`config.mk`:
```
export PLATFORM = sky130hd
export DESIGN_NAME = grav_pair_sched
export DESIGN_NICKNAME = d
export VERILOG_FILES = /design/src/rtl/grav_pkg.sv /design/src/rtl/grav_pair_iter.sv /design/src/rtl/grav_pair_sched.sv
export SDC_FILE = /design/constraint.sdc
export NUM_CORES = 1
export LEC_CHECK = 0
export BUFFER_PORTS_ARGS = -buffer_cell sky130_fd_sc_hd__buf_4
export CAP_MARGIN = 20
export CORE_MARGIN = 5
export CORE_UTILIZATION = 35
export DETAILED_ROUTE_END_ITERATION = 8
export SYNTH_ARGS = -nofsm -noshare
export SYNTH_HDL_FRONTEND = slang
export SYNTH_SLANG_ARGS = --single-unit
```
`constraint.sdc`:
```
create_clock -name clk -period 2.8 [get_ports clk]
set_clock_uncertainty 0.2 [all_clocks]
set_input_delay 0.7 -clock clk [delete_from_list [all_inputs] [get_ports clk]]
set_output_delay 0.7 -clock clk [all_outputs]
set_load 0.02 [all_outputs]
```
`src/rtl/grav_pkg.sv`:
```
// Shared types and constants for the grav pair scheduler.
package grav_pkg;

  localparam int FP_W = 27;
  localparam logic [FP_W-1:0] FP_ZERO = '0;

  typedef enum logic [2:0] {
    IDLE,
    CLR,
    RD_I,
    RD_J,
    CAP_J,
    WAIT,
    WB,
    DONE
  } state_t;

  typedef struct packed {
    logic [FP_W-1:0] x;
    logic [FP_W-1:0] y;
    logic [FP_W-1:0] m;
  } body_t;

endpackage

```
`src/rtl/grav_pair_iter.sv`:
```
// Lexicographic (i<j) body pair iterator: (0,1), (0,2), ... (N-2,N-1).
module grav_pair_iter #(
  parameter int N_BODIES = 4,
  parameter int IDX_W    = $clog2(N_BODIES)
) (
  input  logic             clk,
  input  logic             rst,
  input  logic             clear,
  input  logic             advance,
  output logic [IDX_W-1:0] i,
  output logic [IDX_W-1:0] j,
  output logic             last_pair
);

  localparam logic [IDX_W-1:0] I_LAST = IDX_W'(N_BODIES - 2);
  localparam logic [IDX_W-1:0] J_LAST = IDX_W'(N_BODIES - 1);

  logic [IDX_W-1:0] i_q, i_d;
  logic [IDX_W-1:0] j_q, j_d;

  always_comb begin
    i_d = i_q;
    j_d = j_q;
    if (clear) begin
      i_d = '0;
      j_d = IDX_W'(1);
    end else if (advance) begin
      if (j_q != J_LAST) begin
        j_d = j_q + 1'b1;
      end else if (i_q != I_LAST) begin
        i_d = i_q + 1'b1;
        j_d = i_q + IDX_W'(2);
      end
    end
  end

  always_ff @(posedge clk or negedge rst) begin
    if (!rst) begin
      i_q <= '0;
      j_q <= '0;
    end else begin
      i_q <= i_d;
      j_q <= j_d;
    end
  end

  assign i         = i_q;
  assign j         = j_q;
  assign last_pair = (i_q == I_LAST) && (j_q == J_LAST);

endmodule

```
`src/rtl/grav_pair_sched.sv`:
```
// Walks all body pairs, feeds each to grav, and stores the returned
// acceleration partial sums in an accumulator file with readback.
module grav_pair_sched
  import grav_pkg::*;
#(
  parameter int N_BODIES = 4,
  parameter int IDX_W    = $clog2(N_BODIES),
  parameter int GRAV_LAT = 18,
  parameter int FP_W     = grav_pkg::FP_W
) (
  input  logic             clk,
  input  logic             rst,
  input  logic             start,
  output logic             busy,
  output logic             done,
  output logic [IDX_W-1:0] body_addr,
  input  logic [FP_W-1:0]  body_x,
  input  logic [FP_W-1:0]  body_y,
  input  logic [FP_W-1:0]  body_m,
  output logic [FP_W-1:0]  g_x1,
  output logic [FP_W-1:0]  g_y1,
  output logic [FP_W-1:0]  g_m1,
  output logic [FP_W-1:0]  g_x2,
  output logic [FP_W-1:0]  g_y2,
  output logic [FP_W-1:0]  g_m2,
  output logic [FP_W-1:0]  g_x1old_psum,
  output logic [FP_W-1:0]  g_y1old_psum,
  output logic [FP_W-1:0]  g_x2old_psum,
  output logic [FP_W-1:0]  g_y2old_psum,
  input  logic [FP_W-1:0]  g_x1new_psum,
  input  logic [FP_W-1:0]  g_y1new_psum,
  input  logic [FP_W-1:0]  g_x2new_psum,
  input  logic [FP_W-1:0]  g_y2new_psum,
  input  logic [IDX_W-1:0] acc_addr,
  output logic [FP_W-1:0]  acc_ax,
  output logic [FP_W-1:0]  acc_ay
);

  localparam int CNT_W = $clog2(GRAV_LAT + 1);

  state_t           state_q, state_d;
  body_t            bi_q, bi_d;
  body_t            bj_q, bj_d;
  logic [CNT_W-1:0] cnt_q, cnt_d;
  logic             busy_q, busy_d;
  logic             done_q, done_d;
  logic [FP_W-1:0]  x1o_q, x1o_d, y1o_q, y1o_d;
  logic [FP_W-1:0]  x2o_q, x2o_d, y2o_q, y2o_d;
  logic [FP_W-1:0]  acc_x_q [N_BODIES];
  logic [FP_W-1:0]  acc_x_d [N_BODIES];
  logic [FP_W-1:0]  acc_y_q [N_BODIES];
  logic [FP_W-1:0]  acc_y_d [N_BODIES];

  logic             it_clear, it_advance, last_pair;
  logic [IDX_W-1:0] pi, pj;

  grav_pair_iter #(
    .N_BODIES (N_BODIES),
    .IDX_W    (IDX_W)
  ) u_iter (
    .clk       (clk),
    .rst       (rst),
    .clear     (it_clear),
    .advance   (it_advance),
    .i         (pi),
    .j         (pj),
    .last_pair (last_pair)
  );

  always_comb begin
    state_d    = state_q;
    bi_d       = bi_q;
    bj_d       = bj_q;
    cnt_d      = cnt_q;
    x1o_d      = x1o_q;
    y1o_d      = y1o_q;
    x2o_d      = x2o_q;
    y2o_d      = y2o_q;
    acc_x_d    = acc_x_q;
    acc_y_d    = acc_y_q;
    it_clear   = 1'b0;
    it_advance = 1'b0;
    unique case (state_q)
      IDLE:  if (start) state_d = CLR;
      CLR: begin
        for (int unsigned n = 0; n < N_BODIES; n++) begin
          acc_x_d[n] = FP_ZERO;
          acc_y_d[n] = FP_ZERO;
        end
        it_clear = 1'b1;
        state_d  = RD_I;
      end
      RD_I:  state_d = RD_J;
      RD_J: begin
        bi_d    = {body_x, body_y, body_m};
        state_d = CAP_J;
      end
      CAP_J: begin
        bj_d    = {body_x, body_y, body_m};
        x1o_d   = acc_x_q[pi];
        y1o_d   = acc_y_q[pi];
        x2o_d   = acc_x_q[pj];
        y2o_d   = acc_y_q[pj];
        cnt_d   = CNT_W'(GRAV_LAT);
        state_d = WAIT;
      end
      WAIT: begin
        cnt_d = cnt_q - 1'b1;
        if (cnt_q == CNT_W'(1)) state_d = WB;
      end
      WB: begin
        acc_x_d[pi] = g_x1new_psum;
        acc_y_d[pi] = g_y1new_psum;
        acc_x_d[pj] = g_x2new_psum;
        acc_y_d[pj] = g_y2new_psum;
        it_advance  = 1'b1;
        state_d     = last_pair ? DONE : RD_I;
      end
      DONE:    state_d = IDLE;
      default: state_d = IDLE;
    endcase
    busy_d = (state_d != IDLE);
    done_d = (state_d == DONE);
  end

  always_ff @(posedge clk or negedge rst) begin
    if (!rst) begin
      state_q <= IDLE;
      bi_q    <= '0;
      bj_q    <= '0;
      cnt_q   <= '0;
      busy_q  <= 1'b0;
      done_q  <= 1'b0;
      x1o_q   <= FP_ZERO;
      y1o_q   <= FP_ZERO;
      x2o_q   <= FP_ZERO;
      y2o_q   <= FP_ZERO;
      acc_x_q <= '{default: FP_ZERO};
      acc_y_q <= '{default: FP_ZERO};
    end else begin
      state_q <= state_d;
      bi_q    <= bi_d;
      bj_q    <= bj_d;
      cnt_q   <= cnt_d;
      busy_q  <= busy_d;
      done_q  <= done_d;
      x1o_q   <= x1o_d;
      y1o_q   <= y1o_d;
      x2o_q   <= x2o_d;
      y2o_q   <= y2o_d;
      acc_x_q <= acc_x_d;
      acc_y_q <= acc_y_d;
    end
  end

  // Address is a pure mux of registered i/j so it tracks the iterator
  // in the same cycle the state enters RD_I/RD_J.
  assign body_addr = (state_q == RD_J) ? pj : pi;

  assign busy         = busy_q;
  assign done         = done_q;
  assign g_x1         = bi_q.x;
  assign g_y1         = bi_q.y;
  assign g_m1         = bi_q.m;
  assign g_x2         = bj_q.x;
  assign g_y2         = bj_q.y;
  assign g_m2         = bj_q.m;
  assign g_x1old_psum = x1o_q;
  assign g_y1old_psum = y1o_q;
  assign g_x2old_psum = x2o_q;
  assign g_y2old_psum = y2o_q;
  assign acc_ax       = acc_x_q[acc_addr];
  assign acc_ay       = acc_y_q[acc_addr];

endmodule

```
# Word-level counts from Yosys, hierarchy flattened
# Index checks and enable logic that the tools add are counted.
dict set report totals {
  ff_bits 500
  latch_bits 0
  ramBits 0
  mem_bits_ro 0
  input_bits 194
  out_inout_bits 328
  wordCells 106
  n_memories 0
}
dict set report classes {
  addsub 4
  mul 0
  div 0
  order_cmp 5
  eq_ne 14
  shift 0
  muxes 44
  bitwise 3
  reduce_logical 12
}
# operator n
set ops {}
lappend ops {{108-bit bitwise mux} 4}
lappend ops {{108-bit case mux with 2 select lines} 2}
lappend ops {{27-bit 2-to-1 mux} 14}
lappend ops {{27-bit binary-select mux with 2-bit select} 6}
lappend ops {{27-bit demux with 2-bit select} 2}
lappend ops {{3-bit case mux with 8 select lines} 1}
lappend ops {{2-bit 2-to-1 mux} 9}
lappend ops {{3-bit == test (second input constant)} 5}
lappend ops {{5-bit case mux with 2 select lines} 1}
lappend ops {{3-bit greater-or-equal comparator (second input constant)} 3}
lappend ops {{3-bit 2-to-1 mux} 3}
lappend ops {{2-bit NOT with 3-bit output} 3}
lappend ops {{2-bit nonzero test} 4}
lappend ops {{3-bit by 2-bit == test with 1-bit output (second input constant)} 2}
lappend ops {{3-bit by 1-bit < comparator with 1-bit output (second input constant)} 2}
lappend ops {{2-bit != test (second input constant)} 3}
lappend ops {{3-bit nonzero test} 2}
lappend ops {{5-bit by 1-bit == test with 1-bit output (second input constant)} 1}
lappend ops {{5-bit by 1-bit subtractor with 5-bit output (second input constant)} 1}
lappend ops {{2-bit by 1-bit adder with 2-bit output (second input constant)} 2}
lappend ops {{2-bit == test (second input constant)} 2}
lappend ops {{3-bit by 1-bit == test with 1-bit output (second input constant)} 1}
lappend ops {{1-bit logical AND} 3}
lappend ops {{3-bit zero test} 1}
lappend ops {{4 further kinds} 5}

# Longest topological paths before layout
dict set report depth {
  ltp_word 8
  depth_mapped 11
  mapped_depth_nobuf 5
}

# Cells and area by module
# A second synthesis with hierarchy kept.
dict set report unflattened {
  cells_unflattened 2061
  hier_area_um2 24257.0
}
# mod n_inst cells_each area_per_inst_um2 seq_area_each_um2
set modules_own_cells {}
lappend modules_own_cells {grav_pair_sched 1 2039 24028.0 12411.9}
lappend modules_own_cells {grav_pair_iter 1 22 229.0 100.1}

# Least setup slack after synthesis
# OpenSTA, ideal clock, no wires.
dict set report synth_path {
  kind {reg2reg}
  from {register u_iter.i_q[0] (netlist: u_iter.i[0])}
  to {register u_iter.i_q[1] (netlist: u_iter.i[1])}
  setup_time_ps 125
  arrival_time_ps 2420
  required_ps 2475
  path_slack_ps 55
  stages_incl_launch_ff 10
  path_buffers 5
  period_less_slack_ps 2745
  path_cell_list {dfrtp_1 > clkbuf_1 > buf_2 > buf_1 > inv_1 > ha_1 > clkbuf_1 > clkbuf_1 > nor3b_1 > mux2_2}
}
dict set report synth_via {
  elab_chain_cells 5
  elab_cells_between_ends 8
  classes_between {add/sub (1); eq/ne (1); mux (4); reduce/logical (2)}
}
# item line_no
set synth_lines {}
lappend synth_lines {{start, declared} grav_pair_iter.sv:18} ;# logic [IDX_W-1:0] i_q, i_d;
lappend synth_lines {{start signal, assigned} grav_pair_iter.sv:42} ;# i_q <= i_d;
lappend synth_lines {{2-bit by 1-bit adder with 2-bit output} grav_pair_iter.sv:31} ;# i_d = i_q + 1'b1;
lappend synth_lines {{2-bit 2-to-1 mux} grav_pair_iter.sv:30} ;# end else if (i_q != I_LAST) begin
lappend synth_lines {{2-bit 2-to-1 mux} grav_pair_iter.sv:28} ;# if (j_q != J_LAST) begin
lappend synth_lines {{2-bit 2-to-1 mux} grav_pair_iter.sv:27} ;# end else if (advance) begin
lappend synth_lines {{2-bit 2-to-1 mux} grav_pair_iter.sv:24} ;# if (clear) begin
# Parallel ways exist; a longest one is shown, timed or not. The select of a mux whose other input is x is not followed.
# A chain may end at the register's enable or synchronous reset.

# Worst setup path after layout
dict set report layout_path {
  from {input port acc_addr[0]}
  to {output port acc_ax[15]}
}
dict set report layout_via {
  elab_chain_cells 4
}
# item line_no
set layout_lines {}
lappend layout_lines {{start, declared} grav_pair_sched.sv:34} ;# input logic [IDX_W-1:0] acc_addr,
lappend layout_lines {{2-bit NOT with 3-bit output (not written as such)} grav_pair_sched.sv:172} ;# assign acc_ax = acc_x_q[acc_addr];
lappend layout_lines {{27-bit binary-select mux with 2-bit select} grav_pair_sched.sv:172}
lappend layout_lines {{27-bit 2-to-1 mux (not written as such) (2 in series)} grav_pair_sched.sv:172}
lappend layout_lines {{end, declared} grav_pair_sched.sv:35} ;# output logic [FP_W-1:0] acc_ax,
# No other way between the ends. The select of a mux whose other input is x is not followed.

==> results.sh <==
export IMPL_status="finished clean"
export IMPL_grt_first_pass_wirelength_mm=137
export IMPL_clk_root_buffer_cell="clkbuf_16"
export IMPL_die_area_mm2=0.0783
export IMPL_dieHeight_um=280
export IMPL_place_hpwl_mm=60.9
export IMPL_p_per_area_mw_per_mm2=1100
export IMPL_worst_pin_slew_ps=1020
export IMPL_drc_errors=0
export IMPL_nNetsFinal=2808
export IMPL_synthTopCellsByArea="dfrtp_1 (49%), mux2i_1 (21%), mux2_2 (7.1%)"
export IMPL_vdd_drop_max_mv=0.878
export IMPL_crit_type="in2out"
export IMPL_rsz0062_at_grt="false"
export IMPL_first_iter_violations=1354
export IMPL_worst_path_max_delay_cell="mux4_2"
export IMPL_drv_slew=0
export IMPL_critPathRequiredTime_ps=1900
export IMPL_gp_congestion=0.822
export IMPL_p_leak_nw=14.3
export IMPL_grt_max_degree=109
export IMPL_dp_cells=3498
export IMPL_critical_path_arrival_ps=1840
export IMPL_synthesis_area_mm2=0.0255
export IMPL_maxSlewHeadroom_pct=32.1
export IMPL_track_usage_pct=22.5
export IMPL_synth_most_common_cell="mux2i_1"
export IMPL_power_switching_mw=14.6
export IMPL_hp_class="in2reg"
export IMPL_syn_inst=2114
export IMPL_postRouteAntennaNets=0
export IMPL_ys_types=43
export IMPL_drive_above_1_share_pct=35.7
export IMPL_first_pass_iters=7
export IMPL_crit_buf_inv=3
export IMPL_layout_cells_non_filler=3613
export IMPL_viasPerCell=5.54
export IMPL_synth_enable_flop_cells=0
export IMPL_yosys_register_bits=500
export IMPL_maxCapViolCount=0
export IMPL_post_route_min_period_ps=2740
export IMPL_yosysWarnings=0
export IMPL_cts_tree="built"
export IMPL_area_growth_pct=29.4
export IMPL_antenna_found_initial=7
export IMPL_p_int_mw=21.8
export IMPL_detail_route_wl_per_cell_um=25.2
export IMPL_ioPinCount=522
export IMPL_crit_fanout=15
export IMPL_p_comb_share_pct=45.0
export IMPL_numPortBuffers=521
export IMPL_clk_pin_slew_worst_paths_ps=60
export IMPL_synth_area_per_cell_um2=12.1
export IMPL_clock_latency_ps=620
export IMPL_seqPwrFrac_pct=33.7
export IMPL_numCtsBuffers=57
export IMPL_synth_seq_area_share_pct=49.1
export IMPL_synth_top_area_cell="dfrtp_1"
export IMPL_fin_total_pwr_mw=36.4
export IMPL_final_hold_viol_count=0
export IMPL_clkPwrFrac_pct=21.3
export IMPL_vias=20000
export IMPL_cts_sinks=500
export IMPL_wl_mm=91.2
export IMPL_cp_cell_sequence="buf_8 -> buf_16 -> mux4_2 -> buf_4"
export IMPL_gr_total_overflow=0
export IMPL_h_tree_depth=2
export IMPL_grt_pass1_vias=21300
export IMPL_clockBufferDepth=3
export IMPL_max_freq_ghz=0.364
export IMPL_synth_flop_cell="dfrtp_1"
export IMPL_p_sw_share_pct=40.1
export IMPL_fp_coreArea_mm2=0.0726
export IMPL_finalCritPeriodShare_pct=98.0
export IMPL_cp_top_family="buffers and inverters"
export IMPL_setup_violations_final=0
export IMPL_synth_nets=2318
export IMPL_async_flop_share_pct=100
export IMPL_end_kind="primary output"
export IMPL_cpPeakStageDelay_ps=540
export IMPL_start_kind="primary input"
export IMPL_synth_top_area_share_pct=49.1
export IMPL_start_util_pct=35.1
export IMPL_die_w_um=280
export IMPL_num_rows=99
export IMPL_synth_top_cells_by_count="mux2i_1 (545), dfrtp_1 (500), nand2_1 (388)"
[final cells by class]
| class | instances | area, um2 |
|---|---|---|
| Clock inverter | 22 | 264 |
| Tap cell | 959 | 1200 |
| Sequential cell | 500 | 12500 |
| Antenna cell | 4 | 10.0 |
| Inverter | 7 | 30.0 |
| Multi-Input combinational cell | 1428 | 12200 |
| Timing Repair Buffer | 610 | 5070 |
| Clock buffer | 83 | 1680 |
| Fill cell | 6664 | 39600 |
[stage by stage]
step / area [um2] / setup WS, ps / util, % / hold WS (ps) / TNS, ps
after global routing: 33000 / 4.60 / 45.5 / 65.1 / 0
after detailed placement: 31000 / -83.7 / 42.6 / 275 / -1860
after floorplan: 25500 / 55.3 / - / 204 / 0
after global placement: 31000 / -59.6 / 42.6 / 276 / -1590
after CTS: 32900 / 0.665 / 45.4 / 67.0 / 0
final: 33000 / 55.2 / 45.5 / 113 / 0
[registers in the layout (all words and copies together), names as in the netlist, 27 cells and up]
name          flops
acc_x_q         108
acc_y_q         108
g_m1             27
g_m2             27
g_x1             27
g_x1old_psum     27
g_x2             27
g_x2old_psum     27
g_y1             27
g_y1old_psum     27
g_y2             27
g_y2old_psum     27
[routing by layer]
layer  up-vias  GRT usage [%]  wire length (um)
li1       8710              -                 -
met1     10200           28.2             36000
met2       872           38.6             45400
met3       184           5.69              7290
met4         4           6.93              2550
met5         -              0                26
[final timing paths]
kind	end	start	slack [ps]	cells after the start
max	acc_ax[15]	acc_addr[0]	60	4
min	g_x1[4]$_DFFE_PN0P_	body_x[4]	110	2
max reg2reg	acc_y_q[35]$_DFFE_PN0P_	u_iter.j[0]$_DFFE_PN0P_	350	7
min reg2reg	g_y1old_psum[18]$_DFFE_PN0P_	g_y1old_psum[18]$_DFFE_PN0P_	290	2
max in group asynchronous	acc_x_q[96]$_DFFE_PN0P_	rst	1150	3
min in group asynchronous	g_y2old_psum[13]$_DFFE_PN0P_	rst	490	2
[placed cells by master, fill, tap and decap left out, types with 3 or more instances in the layout]
cell        count
a22o_1         55
buf_12         34
buf_4         570
bufinv_16       4
clkbuf_1       10
clkbuf_16      57
clkbuf_8       16
clkinv_2       12
clkinvlp_4      3
dfrtp_1       496
diode_2         4
ha_1            5
ha_4            4
inv_1           6
inv_16          3
mux2_2        161
mux2i_1       545
mux4_2         54
nand2_1       388
nand2b_1        4
nand3b_1        3
nor2_1          6
nor3b_1         3
o21ai_0        59
o221ai_1      108
or3_2           4
[power groups by stage]
stage / Combinational (mW) / Clock [mW] / Sequential, mW
5_1_grt: 17.4 / 8.26 / 12.6
3_3_place_gp: 16.1 / 0 / 12.3
4_1_cts: 16.5 / 7.93 / 12.3
3_5_place_dp: 16.4 / 0 / 12.3
6_report: 16.4 / 7.74 / 12.3
2_1_floorplan: 8.02 / 0 / 13.5
[cells by family (layout without fill, tap and decap cells)]
group	after synthesis	count (layout)	synth area share, %
multiplexers	762	762	33.4
AND/OR/NAND/NOR	421	421	6.63
adder cells (fa/ha/maj)	10	10	0.491
AO/OA/AOI/OAI	235	235	7.13
other	0	4	0
flip-flops	500	500	49.1
buffers and inverters	186	722	3.29
[repair_timing]
action                                  CTS  global route
hold buffers                              1             0
endpoints found under the setup margin   39            16
buffers inserted                          0             5
hold endpoints to repair                 43             0
resized for setup                         5             6
pin swaps                                 0             1
No activity file was read; power rests on OpenSTA's default activity.
